<file path="src/rtl/frog_game_state_pkg.sv">
// Shared constants and state encoding for the Frog Ranck game-state controller.
package frog_game_state_pkg;

    typedef enum logic [2:0] {
        ST_IDLE = 3'd0,
        ST_PLAY = 3'd1,
        ST_HIT  = 3'd2,
        ST_WIN  = 3'd3,
        ST_OVER = 3'd4
    } state_t;

    localparam int unsigned H_DISPLAY_DEF     = 640;
    localparam int unsigned PLAYER_WIDTH_DEF  = 32;
    localparam int unsigned PLAYER_HEIGHT_DEF = 32;
    localparam int unsigned CAR_WIDTH_DEF     = 64;
    localparam int unsigned CAR_HEIGHT_DEF    = 32;
    localparam int unsigned GOAL_Y_DEF        = 32;

    localparam int unsigned CNT_W = 8;

endpackage

</file>
<file path="src/rtl/frog_game_state_rect_overlap.sv">
// Combinational frog/car rectangle overlap test; sums are widened to 11 bits
// so nothing wraps, and rectangles that only touch do not overlap.
module rect_overlap #(
    parameter int unsigned H_DISPLAY     = 640,
    parameter int unsigned PLAYER_WIDTH  = 32,
    parameter int unsigned PLAYER_HEIGHT = 32,
    parameter int unsigned CAR_WIDTH     = 64,
    parameter int unsigned CAR_HEIGHT    = 32
) (
    input  logic [9:0] player_x,
    input  logic [9:0] player_y,
    input  logic [9:0] car_x,
    input  logic [9:0] car_y,
    output logic       overlap
);
    logic [10:0] px, py, cx, cy;

    assign px = {1'b0, player_x};
    assign py = {1'b0, player_y};
    assign cx = {1'b0, car_x};
    assign cy = {1'b0, car_y};

    assign overlap = (cx < 11'(H_DISPLAY))
                  && (px < cx + 11'(CAR_WIDTH))
                  && (cx < px + 11'(PLAYER_WIDTH))
                  && (py < cy + 11'(CAR_HEIGHT))
                  && (cy < py + 11'(PLAYER_HEIGHT));
endmodule

</file>
<file path="src/rtl/frog_game_state.sv">
// Frog Ranck game-state controller: per-frame collision/goal checks, lives,
// level, score and IDLE/PLAY/HIT/WIN/OVER sequencing. Option: FROG_INVINCIBLE_EN.
module frog_game_state
    import frog_game_state_pkg::*;
#(
    parameter int unsigned H_DISPLAY     = H_DISPLAY_DEF,
    parameter int unsigned PLAYER_WIDTH  = PLAYER_WIDTH_DEF,
    parameter int unsigned PLAYER_HEIGHT = PLAYER_HEIGHT_DEF,
    parameter int unsigned CAR_WIDTH     = CAR_WIDTH_DEF,
    parameter int unsigned CAR_HEIGHT    = CAR_HEIGHT_DEF,
    parameter int unsigned NUM_CARS      = 4,
    parameter int unsigned GOAL_Y        = GOAL_Y_DEF,
    parameter int unsigned LIVES_INIT    = 3,
    parameter int unsigned HIT_FRAMES    = 60,
    parameter int unsigned WIN_FRAMES    = 60
) (
    input  logic                  CLK,
    input  logic                  RST_N,
    input  logic                  frame_tick,
    input  logic                  start_btn,
    input  logic [9:0]            player_x,
    input  logic [9:0]            player_y,
    input  logic [10*NUM_CARS-1:0] car_x_flat,
    input  logic [10*NUM_CARS-1:0] car_y_flat,
    output logic [2:0]            state,
    output logic [2:0]            lives,
    output logic [3:0]            level,
    output logic [7:0]            score,
    output logic                  player_reset,
    output logic                  freeze,
    output logic                  hit_flag
);
    state_t           state_q, state_d;
    logic [2:0]       lives_q, lives_d;
    logic [3:0]       level_q, level_d;
    logic [7:0]       score_q, score_d;
    logic [CNT_W-1:0] frame_cnt_q, frame_cnt_d;
    logic             player_reset_q, player_reset_d;
    logic             hit_flag_q, hit_flag_d;
    logic             start_btn_q;
    logic             start_edge;
    logic [NUM_CARS-1:0] car_hit;
    logic             hit;

    genvar k;
    generate
        for (k = 0; k < NUM_CARS; k++) begin : g_car
            rect_overlap #(
                .H_DISPLAY    (H_DISPLAY),
                .PLAYER_WIDTH (PLAYER_WIDTH),
                .PLAYER_HEIGHT(PLAYER_HEIGHT),
                .CAR_WIDTH    (CAR_WIDTH),
                .CAR_HEIGHT   (CAR_HEIGHT)
            ) u_overlap (
                .player_x(player_x),
                .player_y(player_y),
                .car_x   (car_x_flat[10*k +: 10]),
                .car_y   (car_y_flat[10*k +: 10]),
                .overlap (car_hit[k])
            );
        end
    endgenerate

    assign hit        = |car_hit;
    assign start_edge = start_btn & ~start_btn_q;

    always_ff @(posedge CLK or negedge RST_N) begin
        if (!RST_N) begin
            state_q        <= ST_IDLE;
            lives_q        <= '0;
            level_q        <= '0;
            score_q        <= '0;
            frame_cnt_q    <= '0;
            player_reset_q <= 1'b0;
            hit_flag_q     <= 1'b0;
            start_btn_q    <= 1'b0;
        end else begin
            state_q        <= state_d;
            lives_q        <= lives_d;
            level_q        <= level_d;
            score_q        <= score_d;
            frame_cnt_q    <= frame_cnt_d;
            player_reset_q <= player_reset_d;
            hit_flag_q     <= hit_flag_d;
            start_btn_q    <= start_btn;
        end
    end

    always_comb begin
        state_d        = state_q;
        lives_d        = lives_q;
        level_d        = level_q;
        score_d        = score_q;
        frame_cnt_d    = frame_cnt_q;
        player_reset_d = 1'b0;
        hit_flag_d     = 1'b0;
        unique case (state_q)
            ST_IDLE, ST_OVER: begin
                // Start wins over frame_tick: no collision is checked this cycle.
                if (start_edge) begin
                    state_d        = ST_PLAY;
                    lives_d        = 3'(LIVES_INIT);
                    level_d        = 4'd1;
                    score_d        = '0;
                    frame_cnt_d    = '0;
                    player_reset_d = 1'b1;
                end
            end
            ST_PLAY: begin
                if (frame_tick) begin
                    if (hit) begin
                        hit_flag_d = 1'b1;
`ifndef FROG_INVINCIBLE_EN
                        lives_d     = lives_q - 3'd1;
                        frame_cnt_d = CNT_W'(HIT_FRAMES);
                        state_d     = ST_HIT;
`endif
                    end else if ({1'b0, player_y} < 11'(GOAL_Y)) begin
                        if (score_q != '1)    score_d = score_q + 8'd1;
                        if (level_q != 4'd15) level_d = level_q + 4'd1;
                        frame_cnt_d = CNT_W'(WIN_FRAMES);
                        state_d     = ST_WIN;
                    end
                end
            end
            ST_HIT, ST_WIN: begin
                if (frame_tick) begin
                    frame_cnt_d = frame_cnt_q - 1'b1;
                    if (frame_cnt_q == CNT_W'(1)) begin
                        if (state_q == ST_HIT && lives_q == '0) begin
                            state_d = ST_OVER;
                        end else begin
                            state_d        = ST_PLAY;
                            player_reset_d = 1'b1;
                        end
                    end
                end
            end
            default: state_d = ST_IDLE;
        endcase
    end

    always_comb begin
        state        = state_q;
        lives        = lives_q;
        level        = level_q;
        score        = score_q;
        player_reset = player_reset_q;
        hit_flag     = hit_flag_q;
        freeze       = (state_q != ST_PLAY);
    end

endmodule

</file>
<file path="config.mk">
export PLATFORM = sky130hd
export DESIGN_NAME = frog_game_state
export DESIGN_NICKNAME = d
export VERILOG_FILES = /design/src/rtl/frog_game_state_pkg.sv /design/src/rtl/frog_game_state_rect_overlap.sv /design/src/rtl/frog_game_state.sv
export SDC_FILE = /design/constraint.sdc
export NUM_CORES = 1
export LEC_CHECK = 0
export ABC_AREA = 1
export CAP_MARGIN = 30
export CORE_ASPECT_RATIO = 2
export CORE_UTILIZATION = 35
export DETAILED_ROUTE_END_ITERATION = 10
export SLEW_MARGIN = 20
export SYNTH_ARGS = -nofsm -noshare
export SYNTH_HDL_FRONTEND = slang
export SYNTH_SLANG_ARGS = --single-unit
export TNS_END_PERCENT = 100
</file>
<file path="constraint.sdc">
create_clock -name CLK -period 2.4 [get_ports CLK]
set_input_delay 0.48 -clock CLK [delete_from_list [all_inputs] [get_ports CLK]]
set_output_delay 0.48 -clock CLK [all_outputs]
set_load 0.1 [all_outputs]
</file>
======== Word level (Yosys, flattened, before mapping) ========
Cells that the tools add are included.
operators by class
  add/subtract/negate cells ............... 14
  $lt $le $gt $ge ......................... 21
  equality and inequality tests ........... 18
  multiplexer cells ....................... 37
  bitwise operators ....................... 2
  reduce and logical (&&, ||, !) cells .... 29
operators by type and width
  operator                 count
  $lt A10 B11 Y1           16
  $mux W8                  9
  $add A10 B6 Y11 const B  6
  $add A10 B7 Y11 const B  4
  $lt A10 B10 Y1 const B   4
  $mux W3                  10
  $pmux W8 S3              1
  $mux W4                  5
  $ne A2 B2 Y1 const B     9
  $logic_and A1 B1 Y1      17
  $pmux W8 S2              1
  $reduce_and A6 Y1        2
  $lt A10 B6 Y1 const B    1
  $reduce_and A5 Y1        2
  $pmux W3 S3              1
  $add A8 B1 Y8 const B    1
  $eq A8 B1 Y1 const B     1
  $ne A8 B8 Y1 const B     1
  $pmux W4 S2              1
  $sub A8 B1 Y8 const B    1
  $mux W1                  7
  $eq A3 B2 Y1 const B     2
  $logic_not A3 Y1         2
  $pmux W3 S2              1
  other kinds (15)         16
word-level totals
  register bits after elaboration ......... 29
  input bits .............................. 104
  output and inout bits ................... 21
  logic and storage cells ................. 129

======== Longest topological paths before layout ========
Gate-level depths: netlist of the first run.
  depth after elaboration ................. 10
  mapped depth ............................ 21
  depth with buffers taken out ............ 20

======== Cells and area by module ========
From an unflattened synthesis of the first run, not the netlist that was laid out.
second synthesis, totals
  cells, all modules ...................... 996
  area, all modules ....................... 6531.3 µm²
by module, submodules not included
  module                                  instances  cells an instance  area each (µm²)  sequential area each (µm²)
  rect_overlap at g_car[0].u_overlap ...  3          185                1163.6           0.0
  frog_game_state                         1          256                1879.3           725.7
  rect_overlap at g_car[3].u_overlap      1          185                1161.1           0.0

======== Worst setup path after synthesis of the first run ========
OpenSTA, ideal clock, no wires.
  kind .................................... reg2reg
  from .................................... register state_q[1] (netlist: state[1])
  to ...................................... register frame_cnt_q[5]
  library setup time ...................... 0.119 ns
  arrival time ............................ 2.795 ns
  required time ........................... 2.281 ns
  path slack .............................. -0.514 ns
  cell stages (with the launch flop) ...... 7
  path buffers ............................ 1
  clock period less this slack ............ 2.914 ns
  cells stage by stage .................... dfrtp_1 > nor3_1 > inv_1 > clkbuf_1 > o21ai_0 > nand3_1 > nand2_1
on the way
  cells in the longest elaborated chain, start to end .. 4
  elaborated cells between the ends (all ways) .. 14
  classes of those cells .................. eq/ne: 8; mux: 1; reduce/logical: 5
RTL lines
  item                                                                 line                   source
  start, declared                                                      frog_game_state.sv:33  state_t state_q, state_d;
  start signal, assigned                                               frog_game_state.sv:78  state_q <= state_d;
  $eq A3 B3 Y1 (tied with other cells)                                 frog_game_state.sv:97  unique case (state_q)
  $reduce_or A2 Y1                                                     frog_game_state.sv:97
  $ne A2 B2 Y1 (no line) / $reduce_bool A3 Y1 (equally long branches)  -
  $reduce_and A5 Y1 (no line)                                          -
  end signal, assigned                                                 frog_game_state.sv:82  frame_cnt_q <= frame_cnt_d;
  end, declared                                                        frog_game_state.sv:37  logic [CNT_W-1:0] frame_cnt_q, frame_cnt_d;
Several ways; a longest one is shown, not always the timed one.
A chain may end at the register's enable or synchronous reset.

======== Worst setup path in the final report of the first run ========
  from .................................... input player_y[6]
  to ...................................... register level_q[2] (netlist: level[2])
on the way
  cells in the longest elaborated chain, start to end .. 6
  elaborated cells between the ends (all ways) .. 22
  classes of those cells .................. add/sub: 1; order compare: 9; eq/ne: 2; reduce/logical: 10
RTL lines
  item                                                          line                                                                    source
  start, declared                                               frog_game_state.sv:22                                                   input logic [9:0] player_y,
  $add A10 B6 Y11 / $lt A10 B11 Y1 (equally long branches)      frog_game_state_rect_overlap.sv:27, frog_game_state_rect_overlap.sv:26
  $lt A10 B11 Y1 / $logic_and A1 B1 Y1 (equally long branches)  frog_game_state_rect_overlap.sv:27, frog_game_state_rect_overlap.sv:26
  $logic_and A1 B1 Y1                                           frog_game_state_rect_overlap.sv:27                                      && (cy < py + 11'(PLAYER_HEIGHT));
  $reduce_or A4 Y1                                              frog_game_state.sv:64                                                   assign hit = |car_hit;
  $ne A2 B2 Y1 (no line)                                        -
  $reduce_and A6 Y1 (no line) *                                 -
  end signal, assigned                                          frog_game_state.sv:80                                                   level_q <= level_d;
  end, declared                                                 frog_game_state.sv:35                                                   logic [3:0] level_q, level_d;
Mark *: on every way between the ends. The rest lies on a longest branch, timed or not.

==> results of run 1 <==
report_power, final:
| part | internal, mW | total [mW] | switching (mW) |
|---|---|---|---|
| combinational | 1.42 | 3.95 | 2.53 |
| sequential | 0.644 | 0.810 | 0.166 |
| clock | 0.381 | 0.618 | 0.237 |
| total | 2.45 | 5.38 | 2.94 |
cells by family (layout without fill, tap and decap cells):
group | after synthesis | in the layout
xor+xnor | 26 | 26
fa+ha+maj | 152 | 152
compound gates | 129 | 129
flops | 29 | 29
simple gates | 386 | 387
buf+inv | 149 | 396
per-stage QoR:
step / area [sq um] / util, % / total power [mW] / instances / hold slack, ns
2_1_floorplan: 5860 / - / 3.08 / 871 / 0.184
3_3_place_gp: 8100 / 49.8 / 4.24 / 1303 / 0.470
3_5_place_dp: 8100 / 49.8 / 4.28 / 1303 / 0.477
4_1_cts: 8940 / 55.0 / 5.25 / 1322 / 0.494
5_1_grt: 9090 / 55.9 / 5.84 / 1323 / 0.541
6_report: 9090 / 55.9 / 5.38 / 1323 / 0.506
layer usage:
metal / track usage, % / vias up / wire length (microns)
li1: - / 3376 / -
met1: 19.2 / 3042 / 6120
met2: 50.3 / 180 / 11600
met3: 2.35 / 97 / 583
met4: 20.4 / 0 / 1930
met5: 0 / - / 0
cell usage after synthesis, drive strengths merged, types with 6 or more instances:
master and n:
nand2 213, ha 152, inv 142, a21oi 71, nor2 66, nand3 51
o21ai 42, nand4 34, dfrtp 29, xor2 16, nor3 11, xnor2 10
nand3b 6
flip-flops by register name (all words and copies together) (netlist names):
signal and cells:
lives 3, frame_cnt_q 8, state 3, hit_flag 1, player_reset 1, level 4, start_btn_q 1, score 8
worst reg2reg max path, delay by kind of cell, from the launching register on:
family                 cells  cell delay (ns)
AND/OR/NAND/NOR            5             0.81
buffers and inverters      3             0.62
flip-flops                 1             0.43
path summary, 6_finish.rpt:
kind	startpoint	depth (start not counted)	end	slack, ns
max	player_y[6]	18	level[2]	-0.14
min	lives[0]	2	lives[0]	0.51
max reg2reg	state[1]	8	score[4]	0.44
min reg2reg	lives[0]	2	lives[0]	0.51
max in group asynchronous	RST_N	2	score[1]	1.49
min in group asynchronous	RST_N	2	lives[2]	0.60
cell type report:
cell class / count / share of cell area [%]
clock buffers: 6 / 1.42
clock inverters: 2 / 0.110
inverters: 142 / 6.03
multi-input cells: 694 / 58.9
flip-flops and latches: 29 / 8.05
well taps: 204 / 2.81
repair buffers: 246 / 22.7
what timing repair did:
item,in CTS,in global routing
setup buffers,10,1
pin swaps,60,26
gates cloned,1,0
gates resized for setup,280,48
endpoints found under the setup margin,28,27
==> reports/metrics.cfg, run 1 <==
[run_status]
outcome=finished with violations
violations=negative setup slack

[final_layout]
fin_nets=1374
multi_input_area_sq_mm=0.00535
fillers=1568
ff_latch_area_sq_um=732
final_cell_mix=172 x nand2_1, 131 x buf_4, 126 x inv_1
layout_commonest_cell=nand2_1
syn_to_final_growth_pct=55.7
layout-drive-gt1-share_pct=28.9
diodes=0

[worst_setup_path]
path_class=in -> reg
max_stage_delay_ns=0.24
arrival_ns=2.71
cp-start-kind=input pin
required_ns=2.57
cp-end-kind=flop
critPathBufInv=5
path_delay_family=simple AND/OR/NAND/NOR gates
worst-path-max-fanout=5
critPathSlowestCell=ha_4
crit_chain=buf_8, buf_6, nand3_4, xor2_4, ha_4, a21o_1, nand3_1, nand2_1, inv_1, nand2_2, nor2_4, nand4_1, nand2_2, o21ai_4, buf_4, buf_4, nand4_1, nand2_1

[power]
powerDensity_mw_per_mm2=592
leakagePower_nw=4.76
irDropWorstVdd_mv=0.445

[clocking]
cts_buffers=5
root_buffer=clkbuf_16
clk_pin_slew_ns=0.05
cts_tree=yes
clkLatencyLatePin_ns=0.28
cts.htree.levels=2
cts_max_path_buffers=2
hold_buffers=0
cts_num_sinks=29

[timing]
period_share_pct=106
max_freq_ghz=0.394
final.min_clock_period_ns=2.54
hold_violations=0
setup_tns_ns=-2.24
slew_headroom_pct=61.0
finalSetupViolCount=24
final.setup.worst_slack_ns=-0.138
rsz0062_at_grt=yes
skew_ns=0.00376
worst_slew_pin_slew_ns=0.584
slew_violations=0

[detailed_routing]
first_pass_iters=4
vias=6695
vias_per_cell=5.06
wl_per_cell_microns=15.3
drcViolationCount=0
drtAntennaViolNets=0
wl_microns=20200
drt_iter0_drc=177

[floorplanning]
start_util_pct=35.9
die-area_sq_mm=0.0172
fp.dieW_microns=93.3
io_pins=125
core_area_sq_mm=0.0163
num_rows=66
die_height_microns=185

[synthesis]
yosys.area_share.simple_pct=28.9
synth_edf_count=0
yosys-top-cells-area=ha_1 33%, nand2_1 13%, dfrtp_1 12%, inv_1 9.1%, a21oi_1 6.1%
async_reset_ff_share_pct=100
ys_seq_area_share_pct=12.4
yosysTopAreaCell=ha_1
yosysUniqueCellTypes=32
synth_fp_nets=1127
synth_xor_area_share_pct=3.90
synth_flop_cell=dfrtp_1
yosysWarnings=0
synth_compound_area_share_pct=12.3
synthCells=871
synthMuxAreaShare_pct=0
synth-seq-cells=29
synth.avg_cell_area_sq_um=6.70
syn_area_sq_mm=0.00584
yosys.area.top_type_share_pct=32.6
synth_fa_ha_area_share_pct=32.6
synth_top_family_by_area=adder cells

[global_routing]
grt_usage_pct=24.3
grt_pass1_vias=6991
antenna_found_initial=0
grt_overflow_total=0
grt_pass1_wl_microns=32500
grt_max_degree=30

[job]
max_cap_viol_count=0

[place]
place_congestion=0.879
dp_hpwl_microns=17000
dp_slack_ns=-1.15
io_buffers=124

[hold_path]
hp-class=reg -> reg

Power figures use the tool's default switching activity.
==> run 2: changes to the inputs <==
CORE_MARGIN = 2   (was unset)
==> run 2 against run 1 <==
  * Via count increased by 0.30%
  * Hold slack got worse by 0.014 ns
  * Clock-buffer cell count unchanged
  * Fmax decreased by 0.77%
  * The flow still finishes with violations (negative setup slack)
  * Critical path depth decreased by 1
  * Setup slack got worse by 0.020 ns
  * Non-clock buffer count unchanged
  * Critical path type unchanged
  * Register-to-register slack got worse by 0.03 ns
==> reports/metrics.cfg, run 2 (synthesis gave the netlist of run 1 again) <==
[run_status]
outcome=finished with violations
violations=negative setup slack

[detailed_routing]
drtAntennaViolNets=0  ; unchanged
drt_iter0_drc=182  ; +2.8%
drcViolationCount=0  ; unchanged
first_pass_iters=4  ; unchanged
wl_microns=20800  ; +2.7%
vias_per_cell=5.08  ; +0.30%
vias=6715  ; +0.30%
wl_per_cell_microns=15.7  ; +2.7%

[final_layout]
ff_latch_area_sq_um=732  ; unchanged
multi_input_area_sq_mm=0.00548  ; +2.3%
diodes=0  ; unchanged
fin_util_pct=56.5  ; +0.65 points
fillers=1529  ; -2.5%
syn_to_final_growth_pct=57.6
fin_cells=1323  ; unchanged
fin_nets=1374  ; unchanged
final_cell_mix=170 x nand2_1, 135 x buf_4, 124 x inv_1
layout_commonest_cell=nand2_1
layout-drive-gt1-share_pct=30.8  ; +2.0 points
design_area_sq_mm=0.00920  ; +1.2%

[floorplanning]
num_rows=66  ; unchanged
core_area_sq_mm=0.0163  ; unchanged
die_height_microns=187  ; +1.1%
io_pins=125  ; unchanged
start_util_pct=35.9  ; unchanged
die-area_sq_mm=0.0178  ; +3.3%
fp.dieW_microns=95.3  ; +2.1%

[clocking]
clkLatencyLatePin_ns=0.28  ; about the same
cts_buffers=5  ; unchanged
cts_tree=yes
root_buffer=clkbuf_16
cts_max_path_buffers=2  ; unchanged
cts_num_sinks=29  ; unchanged
cts.htree.levels=2  ; unchanged
clk_pin_slew_ns=0.05  ; about the same
hold_buffers=0  ; unchanged

[worst_setup_path]
arrival_ns=2.72  ; about the same
cp-endpoint=frame_cnt_q[7]
path_class=in -> reg
r2r_start=state[1]
reg2reg_slack_ns=0.41  ; -0.03 ns
cp-start-kind=input pin
worstRegToRegCells=8  ; unchanged
required_ns=2.56  ; about the same
r2r-end=score[0]
crit_start=player_y[5]
worst-path-max-fanout=7  ; +2
max_stage_delay_ns=0.28  ; +0.04 ns
cp-end-kind=flop
critPathSlowestCell=ha_4
crit_chain=buf_8, ha_4, buf_6, xnor2_4, ha_4, nand2_2, inv_2, nand4_1, a21oi_2, nor2_1, nand4_1, nand2_2, buf_6, nor2_4, nand2_8, nand2_8, o21ai_2

[timing]
final.min_clock_period_ns=2.56  ; +0.0197 ns
max_freq_ghz=0.391  ; -0.77%
setup_tns_ns=-2.60  ; -0.360 ns
whs_ns=0.492  ; -0.0138 ns
slew_headroom_pct=61.8  ; +0.73 points
skew_ns=0.00290  ; -0.000859 ns
worst_slew_pin_slew_ns=0.573  ; -0.0109 ns
period_share_pct=107  ; +0.82 points
final.setup.worst_slack_ns=-0.158  ; -0.0197 ns
slew_violations=0  ; unchanged
finalSetupViolCount=27  ; +13%
rsz0062_at_grt=yes
hold_violations=0  ; unchanged

[job]
max_cap_viol_count=0  ; unchanged

[place]
io_buffers=124  ; unchanged
dp_hpwl_microns=17300  ; +1.7%
place_congestion=0.878  ; -0.14%
dp_slack_ns=-1.01  ; +0.135 ns
dp_cells=1303  ; unchanged
dpl_cell_area_sq_mm=0.00810  ; unchanged

[power]
power_mw=5.46  ; +1.5%
irDropWorstVdd_mv=0.521  ; +17%
leakagePower_nw=4.79  ; +0.72%
powerDensity_mw_per_mm2=594  ; +0.33%

[global_routing]
grt_usage_pct=23.4  ; -0.93 points
grt_pass1_vias=6947  ; -0.63%
grt_pass1_wl_microns=32500  ; about the same
grt_max_degree=30  ; unchanged
antenna_found_initial=0  ; unchanged
grt_overflow_total=0  ; unchanged

[hold_path]
hp-class=reg -> reg

## run 2: changes by cell type in the layout (fill, tap and decap cells not counted), sizes merged
cell | before | now
buf | 158 | 157
dlygate4sd2 | 48 | 41
clkbuf | 8 | 14
dlymetal6s2s | 3 | 9
clkdlybuf4s50 | 28 | 25
clkdlybuf4s15 | 7 | 6
## run 2: layout make-up
class | instances | area share (%)
clock buffers | 6 | 1.40
inverters | 142 | 5.93
well taps | 204 | 2.78
multi-input cells | 694 | 59.5
clock inverters | 2 | 0.109
flip-flops and latches | 29 | 7.96
repair buffers | 246 | 22.3
## run 2: worst min path at each step
stage | from | endpoint | cells after the start
after floorplan | RST_N | frame_cnt_q[0] | 0
after global placement | frame_cnt_q[1] | frame_cnt_q[1] | 2
after detailed placement | frame_cnt_q[1] | frame_cnt_q[1] | 2
after CTS | frame_cnt_q[1] | frame_cnt_q[1] | 2
after global routing | lives[0] | lives[0] | 2
final | frame_cnt_q[1] | frame_cnt_q[1] | 2
## run 2: critical path: cells and delay by family
kind	cells	cell delay, ns
compound gates	2	0.26
simple gates	8	0.98
fa+ha+maj	2	0.45
xor+xnor	1	0.15
buf+inv	4	0.40
## run 2: what timing repair did
action | CTS | global route
gates cloned | 1 | 0
gates resized for setup | 257 | 93
endpoints found under the setup margin | 28 | 27
pin swaps | 70 | 69
setup buffers | 7 | 4
## run 2: per-layer routing
| metal | vias to the layer above | GRT usage, % | wire, microns |
|---|---|---|---|
| li1 | 3382 | - | - |
| met2 | 186 | 49.4 | 12500 |
| met5 | - | 0 | 0 |
| met4 | 0 | 14.8 | 1400 |
| met3 | 70 | 1.78 | 613 |
| met1 | 3077 | 18.7 | 6250 |
## run 2: where the power goes
part / switching, mW / leakage (nW) / total (mW) / internal [mW]
Clock: 0.227 / 0.0706 / 0.607 / 0.380
Combinational: 2.60 / 4.35 / 4.06 / 1.45
Sequential: 0.154 / 0.373 / 0.798 / 0.644
Total: 2.98 / 4.79 / 5.46 / 2.48
==> run 3: changes to the inputs <==
GPL_TIMING_DRIVEN = 1   (was unset)
==> results of run 3 <==
No change in the layout: final DEF, timing and power equal those of run 2.
